===== src/rtl/adc_pkg.sv =====
`default_nettype none
// ============================================================================
//  Module  : adc_pkg
//  Purpose : Shared definitions for the ADC SPI reader: FSM state encoding,
//            default parameter values and a counter-width helper.
//  Ports   : none (package)
//  Revision: 1.0  initial release
// ============================================================================
package adc_pkg;

   localparam int ADC_WIDTH_DEF   = 12;
   localparam int ADC_CLK_DIV_DEF = 2;
   localparam int ADC_QUIET_DEF   = 2;

   typedef enum logic [1:0] {
      ST_IDLE    = 2'd0,
      ST_CONVERT = 2'd1,
      ST_QUIET   = 2'd2
   } adc_state_t;

   // Width of a counter that must hold values 0..n-1 (at least one bit).
   function automatic int cnt_width(input int n);
      return (n > 1) ? $clog2(n) : 1;
   endfunction

endpackage : adc_pkg
`default_nettype wire


===== src/rtl/adc_sclk_gen.sv =====
`default_nettype none
// ============================================================================
//  Module  : adc_sclk_gen
//  Purpose : Serial-clock generator for the ADC reader. Divides clk into
//            half-periods of CLK_DIV cycles and toggles adc_sclk at the end
//            of each half-period while a frame is running.
//  Ports   : clk, reset_n   - clock, asynchronous active-low reset
//            launch         - first cycle of a frame: drive sclk low, restart
//            run            - a frame is in progress
//            stop           - frame ends this cycle: park sclk high
//            tick           - last clk cycle of the current half-period
//            sclk           - serial clock, idle high
//  Revision: 1.0  initial release
// ============================================================================
module adc_sclk_gen
   import adc_pkg::*;
#(
   parameter int CLK_DIV = ADC_CLK_DIV_DEF
) (
   input  logic clk,
   input  logic reset_n,
   input  logic launch,
   input  logic run,
   input  logic stop,
   output logic tick,
   output logic sclk
);

   localparam int            CW       = cnt_width(CLK_DIV);
   localparam logic [CW-1:0] DIV_LAST = CW'(CLK_DIV - 1);

   logic [CW-1:0] div_cnt;

   // tick depends only on run and the divider, never on stop, so the top
   // level can derive stop from tick without a combinational loop.
   assign tick = run && (div_cnt == DIV_LAST);

   always_ff @(posedge clk or negedge reset_n) begin
      if (!reset_n) begin
         div_cnt <= '0;
         sclk    <= 1'b1;
      end else if (launch) begin
         div_cnt <= '0;
         sclk    <= 1'b0;
      end else if (!run || stop) begin
         div_cnt <= '0;
         sclk    <= 1'b1;
      end else if (tick) begin
         div_cnt <= '0;
         sclk    <= ~sclk;
      end else begin
         div_cnt <= div_cnt + CW'(1);
      end
   end

endmodule : adc_sclk_gen
`default_nettype wire


===== src/rtl/adc_spi_reader.sv =====
`default_nettype none
// ============================================================================
//  Module  : adc_spi_reader
//  Purpose : Reads WIDTH-bit conversions from a serial ADC. A frame is
//            WIDTH+1 sclk periods; the first captured bit is the ADC's
//            leading zero and is dropped, the rest are shifted in MSB first.
//            Single conversions on start, back-to-back while cont is high,
//            with a QUIET sclk-period chip-select-high gap after each frame.
//  Ports   : clk, reset_n        - clock, asynchronous active-low reset
//            start, cont         - single request / continuous level
//            adc_cs, adc_sclk    - ADC chip select (low), serial clock (idle hi)
//            adc_sd              - ADC serial data (clk-synchronous)
//            sample, sample_valid- last conversion and its update strobe
//            busy                - frame or quiet gap in progress
//            frame_err           - leading bit was nonzero (optional)
//  Config  : define ADC_SPI_READER_FRAME_CHECK_EN to add frame_err.
//  Revision: 1.0  initial release
// ============================================================================
module adc_spi_reader
   import adc_pkg::*;
#(
   parameter int WIDTH   = ADC_WIDTH_DEF,
   parameter int CLK_DIV = ADC_CLK_DIV_DEF,
   parameter int QUIET   = ADC_QUIET_DEF
) (
   input  logic             clk,
   input  logic             reset_n,
   input  logic             start,
   input  logic             cont,
   output logic             adc_cs,
   output logic             adc_sclk,
   input  logic             adc_sd,
   output logic [WIDTH-1:0] sample,
   output logic             sample_valid,
   output logic             busy
`ifdef ADC_SPI_READER_FRAME_CHECK_EN
   ,
   output logic             frame_err
`endif
);

   // Bit counter runs 0..WIDTH+1: captures 0..WIDTH, then "all captured".
   localparam int            BW       = cnt_width(WIDTH + 2);
   localparam logic [BW-1:0] BIT_LAST = BW'(WIDTH + 1);

   localparam int            QCYC     = QUIET * 2 * CLK_DIV;
   localparam int            QW       = cnt_width(QCYC);
   localparam logic [QW-1:0] Q_LAST   = QW'(QCYC - 1);

   adc_state_t       state;
   adc_state_t       state_next;
   logic             launch;
   logic             capture;
   logic             frame_done;
   logic             tick;
   logic [BW-1:0]    bit_cnt;
   logic [QW-1:0]    q_cnt;
   logic [WIDTH-1:0] shreg;

   adc_sclk_gen #(
      .CLK_DIV (CLK_DIV)
   ) u_sclk_gen (
      .clk     (clk),
      .reset_n (reset_n),
      .launch  (launch),
      .run     (state == ST_CONVERT),
      .stop    (frame_done),
      .tick    (tick),
      .sclk    (adc_sclk)
   );

   // ------------------------------------------------------------------
   // FSM: state register
   // ------------------------------------------------------------------
   always_ff @(posedge clk or negedge reset_n) begin
      if (!reset_n) begin
         state <= ST_IDLE;
      end else begin
         state <= state_next;
      end
   end

   // ------------------------------------------------------------------
   // FSM: next state and frame control strobes
   // ------------------------------------------------------------------
   always_comb begin
      state_next = state;
      launch     = 1'b0;
      capture    = 1'b0;
      frame_done = 1'b0;
      case (state)
         ST_IDLE: begin
            if (start || cont) begin
               state_next = ST_CONVERT;
               launch     = 1'b1;
            end
         end
         ST_CONVERT: begin
            // sclk rises at the end of a low half: that is the capture edge.
            capture = tick && !adc_sclk;
            // End of the high half after the last capture closes the frame.
            if (tick && adc_sclk && (bit_cnt == BIT_LAST)) begin
               frame_done = 1'b1;
               state_next = ST_QUIET;
            end
         end
         ST_QUIET: begin
            if (q_cnt == Q_LAST) begin
               if (cont) begin
                  state_next = ST_CONVERT;
                  launch     = 1'b1;
               end else begin
                  state_next = ST_IDLE;
               end
            end
         end
         default: state_next = ST_IDLE;
      endcase
   end

   // ------------------------------------------------------------------
   // Registered outputs follow the next state so they change on the same
   // edge as the state itself.
   // ------------------------------------------------------------------
   always_ff @(posedge clk or negedge reset_n) begin
      if (!reset_n) begin
         adc_cs       <= 1'b1;
         busy         <= 1'b0;
         sample_valid <= 1'b0;
      end else begin
         adc_cs       <= (state_next != ST_CONVERT);
         busy         <= (state_next != ST_IDLE);
         sample_valid <= frame_done;
      end
   end

   // ------------------------------------------------------------------
   // Bit counter and shift register
   // ------------------------------------------------------------------
   always_ff @(posedge clk or negedge reset_n) begin
      if (!reset_n) begin
         bit_cnt <= '0;
         shreg   <= '0;
      end else if (launch) begin
         bit_cnt <= '0;
      end else if (capture) begin
         bit_cnt <= bit_cnt + BW'(1);
         // Capture 0 is the leading zero and never enters the data.
         if (bit_cnt != '0) begin
            shreg <= WIDTH'({shreg, adc_sd});
         end
      end
   end

   // sample is only touched at frame end, so it holds between strobes.
   always_ff @(posedge clk or negedge reset_n) begin
      if (!reset_n) begin
         sample <= '0;
      end else if (frame_done) begin
         sample <= shreg;
      end
   end

   // ------------------------------------------------------------------
   // Quiet-gap counter
   // ------------------------------------------------------------------
   always_ff @(posedge clk or negedge reset_n) begin
      if (!reset_n) begin
         q_cnt <= '0;
      end else if ((state == ST_QUIET) && (q_cnt != Q_LAST)) begin
         q_cnt <= q_cnt + QW'(1);
      end else begin
         q_cnt <= '0;
      end
   end

`ifdef ADC_SPI_READER_FRAME_CHECK_EN
   // ------------------------------------------------------------------
   // Leading-bit check: remember capture 0, publish it with the sample.
   // ------------------------------------------------------------------
   logic lead_bit;

   always_ff @(posedge clk or negedge reset_n) begin
      if (!reset_n) begin
         lead_bit  <= 1'b0;
         frame_err <= 1'b0;
      end else begin
         if (capture && (bit_cnt == '0)) begin
            lead_bit <= adc_sd;
         end
         if (frame_done) begin
            frame_err <= lead_bit;
         end
      end
   end
`endif

endmodule : adc_spi_reader
`default_nettype wire


===== config.mk =====
export PLATFORM = sky130hd
export DESIGN_NAME = adc_spi_reader
export DESIGN_NICKNAME = d
export VERILOG_FILES = /design/src/rtl/adc_pkg.sv /design/src/rtl/adc_sclk_gen.sv /design/src/rtl/adc_spi_reader.sv
export SDC_FILE = /design/constraint.sdc
export NUM_CORES = 1
export LEC_CHECK = 0
export ABC_AREA = 1
export CAP_MARGIN = 20
export CORE_MARGIN = 2
export CORE_UTILIZATION = 48
export DETAILED_ROUTE_END_ITERATION = 7
export MAX_ROUTING_LAYER = met4
export PLACE_DENSITY_LB_ADDON = 0.25
export SETUP_SLACK_MARGIN = 0.4
export SLEW_MARGIN = 20
export SYNTH_ARGS = -nofsm -noshare
export SYNTH_HDL_FRONTEND = slang
export SYNTH_SLANG_ARGS = --single-unit
export TNS_END_PERCENT = 50

===== constraint.sdc =====
create_clock -name clk -period 4 [get_ports clk]
set_input_delay 0.4 -clock clk [delete_from_list [all_inputs] [get_ports clk]]
set_output_delay 0.4 -clock clk [all_outputs]
set_load 0.1 [all_outputs]

==> flow_summary.json <==
{
  "outcome": "finished, final reports clean",
  "clk_path_buf_depth": 2,
  "drv_cap": 0,
  "worst_path_max_delay_cell": "clkdlybuf4s50_1",
  "crit_path_end_kind": "output pin",
  "crit_chain": "clkdlybuf4s50_1",
  "fin_tns_setup_ns": 0,
  "tightest_slew_ns": 0.9682,
  "start_kind": "flop",
  "hold_depth": 1,
  "dpl.hpwl_um": 1995,
  "clock.fmax_mhz": 402.9,
  "cts-hold-fix-buffers": 0,
  "rsz0062_at_grt": "false",
  "first_pass_iters": 4,
  "initial_core_util_pct": 50.09,
  "seq_area_frac_synth_pct": 57.04,
  "grt_overflow": 0,
  "drtAntennaViolNets": 0,
  "r2r-end": "sample[10]$_DFFE_PN0P_",
  "slew_headroom_pct": 35.25,
  "finalCriticalPeriod_ns": 2.482,
  "cts.repair.resized": 0,
  "critical-path-top-delay-family": "buffers and inverters",
  "syn2layout_area_growth_pct": 16.54,
  "nNetsFinal": 223,
  "grt_usage_pct": 17.56,
  "grt_first_pass_wirelength_um": 5181,
  "rr_startpoint": "bit_cnt[1]$_DFFE_PN0P_",
  "ys_ff_latch": 38,
  "hold_class": "reg -> reg",
  "path_class": "reg -> out",
  "ios": 21,
  "fin_util_pct": 58.38,
  "layout_commonest_cell": "nand2_1",
  "setup_viol": 0,
  "cts_root_buf": "clkbuf_4",
  "synth.cell_area_um2": 1672,
  "holdCritStartpoint": "q_cnt[0]$_DFF_PN0_",
  "clkLatencyLatePin_ns": 0.33,
  "coreArea_um2": 3337,
  "postCtsSetupRepairBufs": 0,
  "cts_sinks": 38,
  "syn-instance-count": 191,
  "diodes": 0,
  "slowest_delay_ns": 1.14,
  "syn_nets": 201,
  "reg2regPathDepth": 8,
  "die_y_um": 63.01,
  "die_area_um2": 3970,
  "required_ns": 3.60,
  "htreeDepth": 2,
  "grt_pass1_vias": 1177,
  "grt_max_degree": 39,
  "drtIter0Drc": 64,
  "antenna_found_initial": 0,
  "layout_common_cells": "nand2_1 (82), dfrtp_1 (36), clkdlybuf4s50_1 (20), nand3_1 (18), inv_1 (13)",
  "rrSetupSlack_ns": 2.42,
  "std_cell_rows": 21,
  "cellPowerDensity_nw_per_um2": 382.6,
  "crit_arrival_ns": 2.08,
  "dieWidth_um": 63.01,
  "cts_inserted_buffers": 5,
  "p_leak_nw": 1.027,
  "ir_worst_vdd_mv": 0.2617,
  "clkTransAtPathRegs_ns": 0.10,
  "drc": 0,
  "tritoncts": "built",
  "skew_ns": 0.002617,
  "post_drt_wl_per_cell_um": 11.33,
  "wl_um": 2947,
  "synth_warnings": 0,
  "min_delay_worst_endpoint": "q_cnt[0]$_DFF_PN0_",
  "vias": 1236,
  "path_max_fanout": 5,
  "viasPerCell": 4.754,
  "synth.avg_cell_area_um2": 8.752,
  "drv_slew": 0,
  "synth_cell_types": 18,
  "period_share_pct": 62.05,
  "drive_gt1_share_pct": 9.346,
  "gp_congestion": 0.8919,
  "crit_buf_inv": 1,
  "portBuffers": 20,
  "hold_viol": 0
}
## cells by family (layout without fill, tap and decap cells)
logic type,Yosys count,count (layout),synth area share (%)
xor gates and xnor gates,1,1,0.5240
adders and majority gates,5,5,3.743
buffers and inverters,22,45,6.512
DFF,38,38,57.04
and+or+nand+nor,125,125,32.19
## routing by layer
layer	up-vias	global-route usage (%)	routed length (µm)
met3	5	5.405	91
met2	18	28.19	1416
met1	581	20.38	1383
met4	0	7.500	55
li1	632	-	-
met5	-	-	0
## sequential cells by signal, indices dropped and copies added (netlist names)
signal              flops
bit_cnt                 4
shreg                  12
q_cnt                   3
u_sclk_gen.div_cnt      1
u_sclk_gen.sclk         1
sample_valid            1
busy                    1
state                   2
sample                 12
adc_cs                  1
## final cells by class
class                   instances  area, µm²
clock inverters                 1      5.005
flip-flops and latches         38      953.4
repair buffers                 21      207.7
clock buffers                   7      55.05
well taps                      46      57.56
fillers                       290       1389
inverters                      16      60.06
multi-input cells             131      609.3
## cells in the mapped netlist
| cell type | instances | area, µm² |
|---|---|---|
| dfstp_2 | 2 | 52.55 |
| nor2_4 | 1 | 11.26 |
| buf_6 | 3 | 33.78 |
| buf_2 | 3 | 15.01 |
| nand2_1 | 82 | 307.8 |
| or2_2 | 1 | 6.260 |
| nor2_2 | 1 | 6.260 |
| dfrtp_1 | 36 | 900.9 |
| xor2_1 | 1 | 8.760 |
| nand2_2 | 2 | 12.51 |
| nand2_4 | 1 | 11.26 |
| nand3_1 | 18 | 90.09 |
| nand4_1 | 6 | 37.54 |
| ha_1 | 5 | 62.56 |
| nand3_2 | 1 | 10.01 |
| inv_2 | 3 | 11.26 |
| nor2_1 | 12 | 45.04 |
| inv_1 | 13 | 48.80 |
## worst max-delay path by stage
stage | startpoint | to | slack [ns] | cells after the start
CTS | u_sclk_gen.sclk$_DFFE_PN1P_ | adc_sclk | 1.50 | 1
global placement | u_sclk_gen.sclk$_DFFE_PN1P_ | adc_sclk | 1.90 | 1
finish | u_sclk_gen.sclk$_DFFE_PN1P_ | adc_sclk | 1.52 | 1
global route | u_sclk_gen.sclk$_DFFE_PN1P_ | adc_sclk | 1.46 | 1
floorplan | u_sclk_gen.sclk$_DFFE_PN1P_ | sample[10]$_DFFE_PN0P_ | 2.39 | 6
detailed placement | u_sclk_gen.sclk$_DFFE_PN1P_ | adc_sclk | 1.88 | 1
## power breakdown
part           internal [mW]  switching (mW)
Combinational         0.0317          0.0950
Sequential             0.401          0.0135
Clock                 0.0852           0.118
## stage by stage
stage | cells | hold slack (ns) | power (mW) | setup WS [ns] | area, µm²
final | 260 | 0.4386 | 0.7453 | 1.518 | 1948
after global routing | 260 | 0.4694 | 0.7837 | 1.460 | 1948
after CTS | 260 | 0.4477 | 0.7565 | 1.496 | 1948
after detailed placement | 252 | 0.4327 | 0.5504 | 1.882 | 1888
after global placement | 252 | 0.4219 | 0.5477 | 1.896 | 1888
after floorplan | 191 | 0.1044 | 0.5165 | 2.391 | 1672
Note: power is estimated with default switching activity, not from simulation.
